--- config.mk ---
export PLATFORM = sky130hd
export DESIGN_NAME = ipsec_mem_reader
export DESIGN_NICKNAME = d
export VERILOG_FILES = /design/src/rtl/ipsec_mem_reader.sv
export SDC_FILE = /design/constraint.sdc
export NUM_CORES = 1
export LEC_CHECK = 0
export BUFFER_PORTS_ARGS = -buffer_cell sky130_fd_sc_hd__buf_2
export CAP_MARGIN = 25
export CORE_ASPECT_RATIO = 0.75
export CORE_MARGIN = 2
export CORE_UTILIZATION = 30
export CTS_BUF_LIST = sky130_fd_sc_hd__clkbuf_4 sky130_fd_sc_hd__clkbuf_8
export CTS_CLUSTER_DIAMETER = 60
export CTS_CLUSTER_SIZE = 25
export DETAILED_ROUTE_END_ITERATION = 6
export GPL_ROUTABILITY_DRIVEN = 0
export SYNTH_ARGS = -nofsm -noshare
export SYNTH_HDL_FRONTEND = slang
export SYNTH_SLANG_ARGS = --single-unit
--- constraint.sdc ---
create_clock -name clk -period 4.4 [get_ports clk]
set_clock_uncertainty 0.15 [all_clocks]
set_input_delay 0 -clock clk [delete_from_list [all_inputs] [get_ports clk]]
set_output_delay 0 -clock clk [all_outputs]
set_load 0.02 [all_outputs]
--- src/rtl/ipsec_mem_reader.sv ---
// rtl/ipsec_mem_reader.sv - Avalon-MM block reader re-emitting SRAM words as an Avalon-ST packet
//
// Fetches word_count words starting at base_addr (wrapping modulo 2^ADDR_W),
// one read per cycle, and streams them out with sop/eop framing. Reads are
// only issued while the output FIFO plus the in-flight read has room, so the
// FIFO can never overflow regardless of sink backpressure.
//
// Ports:
//   clk, reset_n          clock, asynchronous active-low reset
//   start                 one-cycle job request, honoured only when idle
//   base_addr, word_count job parameters, latched on accepted start
//   busy, done            job in progress / one-cycle completion pulse
//   avm_*                 read initiator toward the single-port SRAM
//   st_*                  packet stream toward the IPsec datapath
module ipsec_mem_reader #(
    parameter int ADDR_W     = 11,
    parameter int DATA_W     = 32,
    parameter int FIFO_DEPTH = 4
) (
    input  logic              clk,
    input  logic              reset_n,
    input  logic              start,
    input  logic [ADDR_W-1:0] base_addr,
    input  logic [ADDR_W:0]   word_count,
    output logic              busy,
    output logic              done,
    output logic [ADDR_W-1:0] avm_address,
    output logic              avm_chipselect,
    output logic              avm_write,
    output logic [3:0]        avm_byteenable,
    output logic              avm_clken,
    input  logic [DATA_W-1:0] avm_readdata,
    output logic [DATA_W-1:0] st_data,
    output logic              st_valid,
    input  logic              st_ready,
    output logic              st_sop,
    output logic              st_eop
);

    localparam int PTR_W = $clog2(FIFO_DEPTH);
    localparam int CNT_W = PTR_W + 1;
    localparam int LEN_W = ADDR_W + 1;

    localparam logic [1:0] S_IDLE  = 2'd0;
    localparam logic [1:0] S_ISSUE = 2'd1;
    localparam logic [1:0] S_DRAIN = 2'd2;

    logic [1:0]        state;
    logic [ADDR_W-1:0] base_q;
    logic [LEN_W-1:0]  len_q;
    logic [LEN_W-1:0]  issued_q;
    logic [LEN_W-1:0]  out_idx_q;
    logic              inflight_q;
    logic              done_q;
    logic              clken_q;

    logic [DATA_W-1:0] fifo_mem [FIFO_DEPTH];
    logic [PTR_W-1:0]  wr_ptr;
    logic [PTR_W-1:0]  rd_ptr;
    logic [CNT_W-1:0]  fifo_count;

    logic [CNT_W:0]    occupancy;
    logic              issue;
    logic              last_issue;
    logic              push;
    logic              pop;
    logic              fifo_empty;

    // Credit check counts the word still on the bus, so a read is only
    // issued when its data is guaranteed a free FIFO slot.
    assign occupancy  = {1'b0, fifo_count} + {{CNT_W{1'b0}}, inflight_q};
    assign issue      = (state == S_ISSUE) && (occupancy < (CNT_W+1)'(FIFO_DEPTH));
    assign last_issue = (issued_q == len_q - LEN_W'(1));
    assign fifo_empty = (fifo_count == '0);
    // readdata is valid exactly one cycle after chipselect, so the push is
    // simply the delayed chipselect.
    assign push       = inflight_q;
    assign pop        = !fifo_empty && st_ready;

    assign avm_address    = base_q + issued_q[ADDR_W-1:0];
    assign avm_chipselect = issue;
    assign avm_write      = 1'b0;
    assign avm_byteenable = 4'hF;
    assign avm_clken      = clken_q;

    assign busy     = (state != S_IDLE);
    assign done     = done_q;
    assign st_valid = !fifo_empty;
    assign st_data  = fifo_mem[rd_ptr];
    assign st_sop   = st_valid && (out_idx_q == '0);
    assign st_eop   = st_valid && (out_idx_q == len_q - LEN_W'(1));

    always_ff @(posedge clk or negedge reset_n) begin
        if (!reset_n) begin
            state      <= S_IDLE;
            base_q     <= '0;
            len_q      <= '0;
            issued_q   <= '0;
            out_idx_q  <= '0;
            inflight_q <= 1'b0;
            done_q     <= 1'b0;
            clken_q    <= 1'b0;
        end else begin
            clken_q    <= 1'b1;
            done_q     <= 1'b0;
            inflight_q <= issue;
            if (pop) begin
                out_idx_q <= out_idx_q + LEN_W'(1);
            end
            case (state)
                S_IDLE: begin
                    if (start) begin
                        base_q    <= base_addr;
                        len_q     <= word_count;
                        issued_q  <= '0;
                        out_idx_q <= '0;
                        if (word_count != '0) begin
                            state <= S_ISSUE;
                        end else begin
                            done_q <= 1'b1;
                        end
                    end
                end
                S_ISSUE: begin
                    if (issue) begin
                        issued_q <= issued_q + LEN_W'(1);
                        if (last_issue) begin
                            state <= S_DRAIN;
                        end
                    end
                end
                S_DRAIN: begin
                    if (pop && st_eop) begin
                        state  <= S_IDLE;
                        done_q <= 1'b1;
                    end
                end
                default: state <= S_IDLE;
            endcase
        end
    end

    always_ff @(posedge clk or negedge reset_n) begin
        if (!reset_n) begin
            wr_ptr     <= '0;
            rd_ptr     <= '0;
            fifo_count <= '0;
            for (int i = 0; i < FIFO_DEPTH; i++) begin
                fifo_mem[i] <= '0;
            end
        end else begin
            if (push) begin
                fifo_mem[wr_ptr] <= avm_readdata;
                wr_ptr           <= wr_ptr + PTR_W'(1);
            end
            if (pop) begin
                rd_ptr <= rd_ptr + PTR_W'(1);
            end
            case ({push, pop})
                2'b10:   fifo_count <= fifo_count + CNT_W'(1);
                2'b01:   fifo_count <= fifo_count - CNT_W'(1);
                default: fifo_count <= fifo_count;
            endcase
        end
    end

    always_ff @(posedge clk) begin
        if (reset_n && push && !pop) begin
            assert (fifo_count < CNT_W'(FIFO_DEPTH));
        end
    end

endmodule
==> results.cfg, run 1 <==
[floorplanning]
pin_count = 114
die_area_um2 = 32200
die_w_um = 207
num_rows = 55
initial_core_util = 0.306
core_area_um2 = 30200
die_h_um = 156

[worst_setup_path]
r2r_setup_slack_ns = 1.53
worstSetupPathType = register to output port
crit_path_end_kind = output port
r2r-start = len_q[0]$_DFFE_PN0P_
r2r_end = state[1]$_DFFE_PN0P_
cp.required_ns = 4.25
reg2regPathDepth = 8
crit_fanout = 7
setup.worst_path.start_class = register
critical_path_arrival_ns = 3.14

[detailed_routing]
met3_length_um = 1060
maxUsedRoutingLayer = met4
vias = 6117
antenna_left = 0
drc = 0
via_per_inst = 4.70
drt-met1-wl_um = 10400
dr.first_iter.drc_count = 306
dr.pass1.iters = 4
wl_per_cell_um = 15.9
dr_wl_met2_um = 9050
wirelength_um = 20700

[sta]
setup_violations = 0
period_needed_ns = 3.29
rsz0062_at_grt = no
relSlewSlack = 0.541
worst_pin_slew_ns = 0.684
fin_setup_tns_ns = 0
fmax_ghz = 0.304
fin_crit_sh = 0.748
hold_viol_final = 0
slew_violations = 0

[global_routing]
grt_pass1_vias = 6187
antenna_found_initial = 0
grt-ovfl-total = 0
grt_pass1_wl_um = 33400
grt_max_degree = 117
grt_usage = 0.135

[place]
io_buffers = 108
place_area_um2 = 10200
dpl.hpwl_um = 13600

[synthesis]
netlist-cell-type-count = 52
ys_ff_latch = 187
syn_avg_cell_area_um2 = 12.7
ys_seq_area_frac = 0.507
synth_area_um2 = 9230
synthCells = 729
synth_area_leaders = dfrtp_1, mux2_2, mux4_2, nand2_1, xor2_1
ys.flop_type = dfrtp_1
synth_top_cell_area_share = 0.507
async_flop_share = 1.00
yosysTopAreaCell = dfrtp_1
yosys_warnings = 0
synth-edff-count = 0
synth_common_cells = dfrtp_1, mux2_2, nand2_1
synth_most_common_cell = dfrtp_1

[power]
intPower_uw = 5170
p_leak_uw = 0.00500
power_frac_seq = 0.368
p_per_area_nw_per_um2 = 745
sw_frac_of_total = 0.385
peakVddDrop_mv = 0.279
power_frac_comb = 0.484
clockPowerShare = 0.148
p_switching_uw = 3240
finalPower_uw = 8410

[clocking]
clk_path_buf_depth = 2
cts_sinks = 187
holdBufCountCts = 64
clock_latency_ns = 0.50
ctsResizeCount = 0
cts_inserted_buffers = 17
htreeDepth = 4
cts_setup_buffers = 0
cts.clk_slew.worst_paths_ns = 0.11
cts_tree = built
cts_root_buffer = clkbuf_8

[hold_path]
min_path_cells = 3
hold_class = primary input to register
hold_end = issued_q[3]$_DFFE_PN0P_
hp-start = start

[layout]
stdcell_area_um2 = 11300
drive_above_1_share = 0.353
final_core_util = 0.374
antenna_cells = 0
final_nets = 972
areaGrowthSynthToFinish_pct = 22.3
nFillCells = 2919

[job]
max_cap_viol_count = 0

[outcome]
outcome = finished clean
## through the flow
stage                     hold WS, ns  std cells  setup slack [ns]
after floorplan                -0.446        733              1.79
after global placement        -0.0963       1207              1.61
after detailed placement      -0.0906       1207              1.55
after CTS                     0.00210       1301              1.04
after global routing          0.00209       1302             0.810
final                          0.0217       1302              1.11
## how the worst max path moves through the flow
stage                                 start              endpoint  slack [ns]  cells after the start
CTS                    len_q[0]$_DFFE_PN0P_                st_eop        1.04                      8
floorplan              len_q[0]$_DFFE_PN0P_  state[1]$_DFFE_PN0P_        1.79                      8
global route        issued_q[0]$_DFFE_PN0P_       avm_address[10]        0.81                     10
finish              issued_q[0]$_DFFE_PN0P_       avm_address[10]        1.11                     10
detailed placement     len_q[0]$_DFFE_PN0P_  state[1]$_DFFE_PN0P_        1.55                      8
global placement       len_q[0]$_DFFE_PN0P_                st_eop        1.61                      8
## worst max-delay path, stage by stage, from the launching register on
cell and delay [ns]:
dfrtp_1 0.47, ha_1 0.20, inv_1 0.05, fa_1 0.39, nor2b_1 0.13, o21ai_0 0.13
a21boi_0 0.30, o21ai_0 0.24, a21o_1 0.25, a211oi_1 0.26, buf_2 0.22
## flip-flops by register name, summed over array words and instances (netlist names)
| name | count |
|---|---|
| wr_ptr | 2 |
| avm_clken | 1 |
| base_q | 11 |
| issued_q | 12 |
| rd_ptr | 2 |
| done | 1 |
| inflight_q | 1 |
| state | 2 |
| out_idx_q | 12 |
| fifo_count | 3 |
| fifo_mem | 128 |
| len_q | 12 |
## cell families after synthesis
family          Yosys count  synth area share
mux                     160             0.234
buf+inv                  64            0.0283
fa+ha+maj                21            0.0301
xor+xnor                 63            0.0690
other cells               2          0.000813
flops                   187             0.507
compound gates           45            0.0354
simple gates            187            0.0954
## cell usage in the layout (no fill, tap or decap), types with 12 or more instances in the layout
cell,count
o21ai_0,13
ha_1,19
buf_2,107
clkbuf_8,19
xnor2_1,27
nand3_1,12
dlygate4sd3_1,63
xor2_1,30
dfrtp_1,186
inv_1,22
nand2_1,87
nor2_1,33
mux2_2,128
mux4_2,32
## power by group through the flow
stage / Sequential, µW / Combinational (µW) / Clock (µW)
global route: 3220 / 4450 / 1370
CTS: 3100 / 4110 / 1300
floorplan: 2870 / 3170 / 0
detailed placement: 3140 / 4020 / 0
global placement: 3110 / 3940 / 0
finish: 3090 / 4070 / 1240
## metal layers
metal  track usage  vias up
met5             0        -
li1              -     2886
met1         0.197     3095
met3        0.0326       18
met4        0.0408        0
met2         0.197      118
## cell type report
class	instances	area [µm²]	area share
Timing Repair Buffer	181	1310	0.116
Inverter	23	86.3	0.00764
Multi-Input combinational cell	482	4310	0.381
Clock buffer	19	255	0.0226
Sequential cell	187	4680	0.414
Tap cell	399	499	0.0442
Clock inverter	11	159	0.0141
Note: power is estimated with default switching activity, not from simulation.
==> run 2, diff against run 1 <==
- clock period: 4.4 -> 3 ns (I/O delays scaled with it)
==> run 2 against run 1 <==
Setup slack got worse by 1.1 ns. Combinational power grew 59%. Sequential cell count unchanged. Die area is the same. Highest routed layer unchanged. Critical endpoint is now st_eop. Core utilization up 1.3 points. Register-to-register slack worse by 1.4 ns. Via count grew 1.4%. Critical path type unchanged.
==> results.cfg, run 2 (synthesis results as in run 1) <==
[outcome]
outcome = finished clean

[floorplanning]
die_w_um = 207
num_rows = 55
die_area_um2 = 32200
core_area_um2 = 30200
die_h_um = 156
pin_count = 114
initial_core_util = 0.306

[place]
pre_cts_slack_ns = 0.156
dpl.hpwl_um = 13800
io_buffers = 108

[sta]
worst_pin_slew_ns = 0.710
setup_violations = 0
fmax_ghz = 0.336
layout_setup_ws_ns = 0.0255
rsz0062_at_grt = yes
fin_crit_sh = 0.992
period_needed_ns = 2.97
finalHoldWorstSlack_ns = 0.0993
relSlewSlack = 0.527
slew_violations = 0
hold_viol_final = 0
fin_setup_tns_ns = 0

[worst_setup_path]
cpMaxStageDelayCell = or4b_4
crit_path_end_kind = output port
worstSetupPathType = register to output port
r2r-start = len_q[1]$_DFFE_PN0P_
crit_fanout = 3
cpPeakStageDelay_ns = 0.48
critical_path_arrival_ns = 2.82
critical_path.cell_chain = inv_2 -> ha_4 -> or4b_4 -> or4_4 -> xnor2_2 -> nand4_1 -> nor3_2 -> buf_4
cp.required_ns = 2.85
startpoint = len_q[1]$_DFFE_PN0P_
setup.worst_path.start_class = register

[detailed_routing]
wirelength_um = 21000
drc = 0
dr.pass1.iters = 4
vias = 6202
wl_per_cell_um = 15.7
via_per_inst = 4.63
dr.first_iter.drc_count = 317
antenna_left = 0

[layout]
final_common_cell = dfrtp_1
largest_reg_flops = 128
areaGrowthSynthToFinish_pct = 26.6
layout_common_cells = dfrtp_1, mux2_2, buf_2, nand2_1, dlygate4sd3_1
antenna_cells = 0
drive_above_1_share = 0.383
largest-register = fifo_mem
final_nets = 1007
final_core_util = 0.387

[power]
p_leak_uw = 0.00518
peakVddDrop_mv = 0.387
p_per_area_nw_per_um2 = 1080

[global_routing]
antenna_found_initial = 0
grt_pass1_vias = 6261
grt_pass1_wl_um = 33800
grt_max_degree = 69
grt_usage = 0.137
grt-ovfl-total = 0

[clocking]
cts_tree = built
clk_path_buf_depth = 2
cts_sinks = 187
clock_latency_ns = 0.48
cts.clk_slew.worst_paths_ns = 0.11
htreeDepth = 4
cts_inserted_buffers = 17
cts_root_buffer = clkbuf_8

[hold_path]
hold_class = primary input to register
hp-start = base_addr[1]

[job]
max_cap_viol_count = 0
-- run 2: cell count changes in the layout (fill, tap and decap cells not counted), sizes merged --
cell,previous run,this run
clkinvlp,2,0
clkbuf,20,19
inv,28,30
clkinv,1,7
bufinv,3,0
buf,117,136
dlygate4sd3,63,79
-- run 2: final timing paths --
path	endpoint	slack, ns	cells after the start
setup / recovery	st_eop	0.03	8
hold / removal	base_q[1]$_DFFE_PN0P_	0.1	4
setup reg to reg	done$_DFF_PN0_	0.12	9
hold reg to reg	fifo_count[2]$_DFFE_PN0P_	0.34	1
max in group asynchronous	avm_clken$_DFF_PN0_	1.86	4
min in group asynchronous	base_q[1]$_DFFE_PN0P_	0.51	4
-- run 2: per-stage QoR --
stage	power, µW	instances	area, µm²
2_1_floorplan	8860	733	9250
3_3_place_gp	10400	1214	10300
3_5_place_dp	10600	1214	10300
4_1_cts	12700	1332	11600
5_1_grt	13600	1339	11700
6_report	12700	1339	11700
-- run 2: layout make-up --
class | instances | area (µm²)
multi-input cells | 482 | 4390
repair buffers | 216 | 1630
flip-flops and latches | 187 | 4680
clock inverters | 14 | 149
well taps | 399 | 499
inverters | 23 | 86.3
clock buffers | 18 | 248
fillers | 2883 | 18500
-- run 2: worst max-delay path: cells and delay by family, from the launching register on --
| kind | cells | cell delay, ns |
|---|---|---|
| xor+xnor | 1 | 0.15 |
| fa+ha+maj | 1 | 0.13 |
| simple gates | 4 | 1.36 |
| buf+inv | 2 | 0.28 |
| flops | 1 | 0.42 |
-- run 2: timing repair --
| action | CTS | global route |
|---|---|---|
| buffers inserted | 6 | 7 |
| endpoints found under the setup margin | 5 | 5 |
| hold buffers | 80 | 0 |
| gates resized for setup | 13 | 14 |
| hold endpoints to repair | 351 | 0 |
| pin swaps | 4 | 9 |
-- run 2: where the power goes --
part	switching [µW]	leakage, µW	internal [µW]
combinational	3110	0.00274	3370
sequential	807	0.00224	3690
clock	1030	0.000201	642
total	4950	0.00518	7700
-- run 2: layer usage --
metal	track usage	part of all wire	up-vias
met3	0.0368	0.045	18
met5	0	0	-
li1	-	-	2963
met2	0.202	0.44	106
met4	0.0429	0.012	0
met1	0.194	0.50	3115
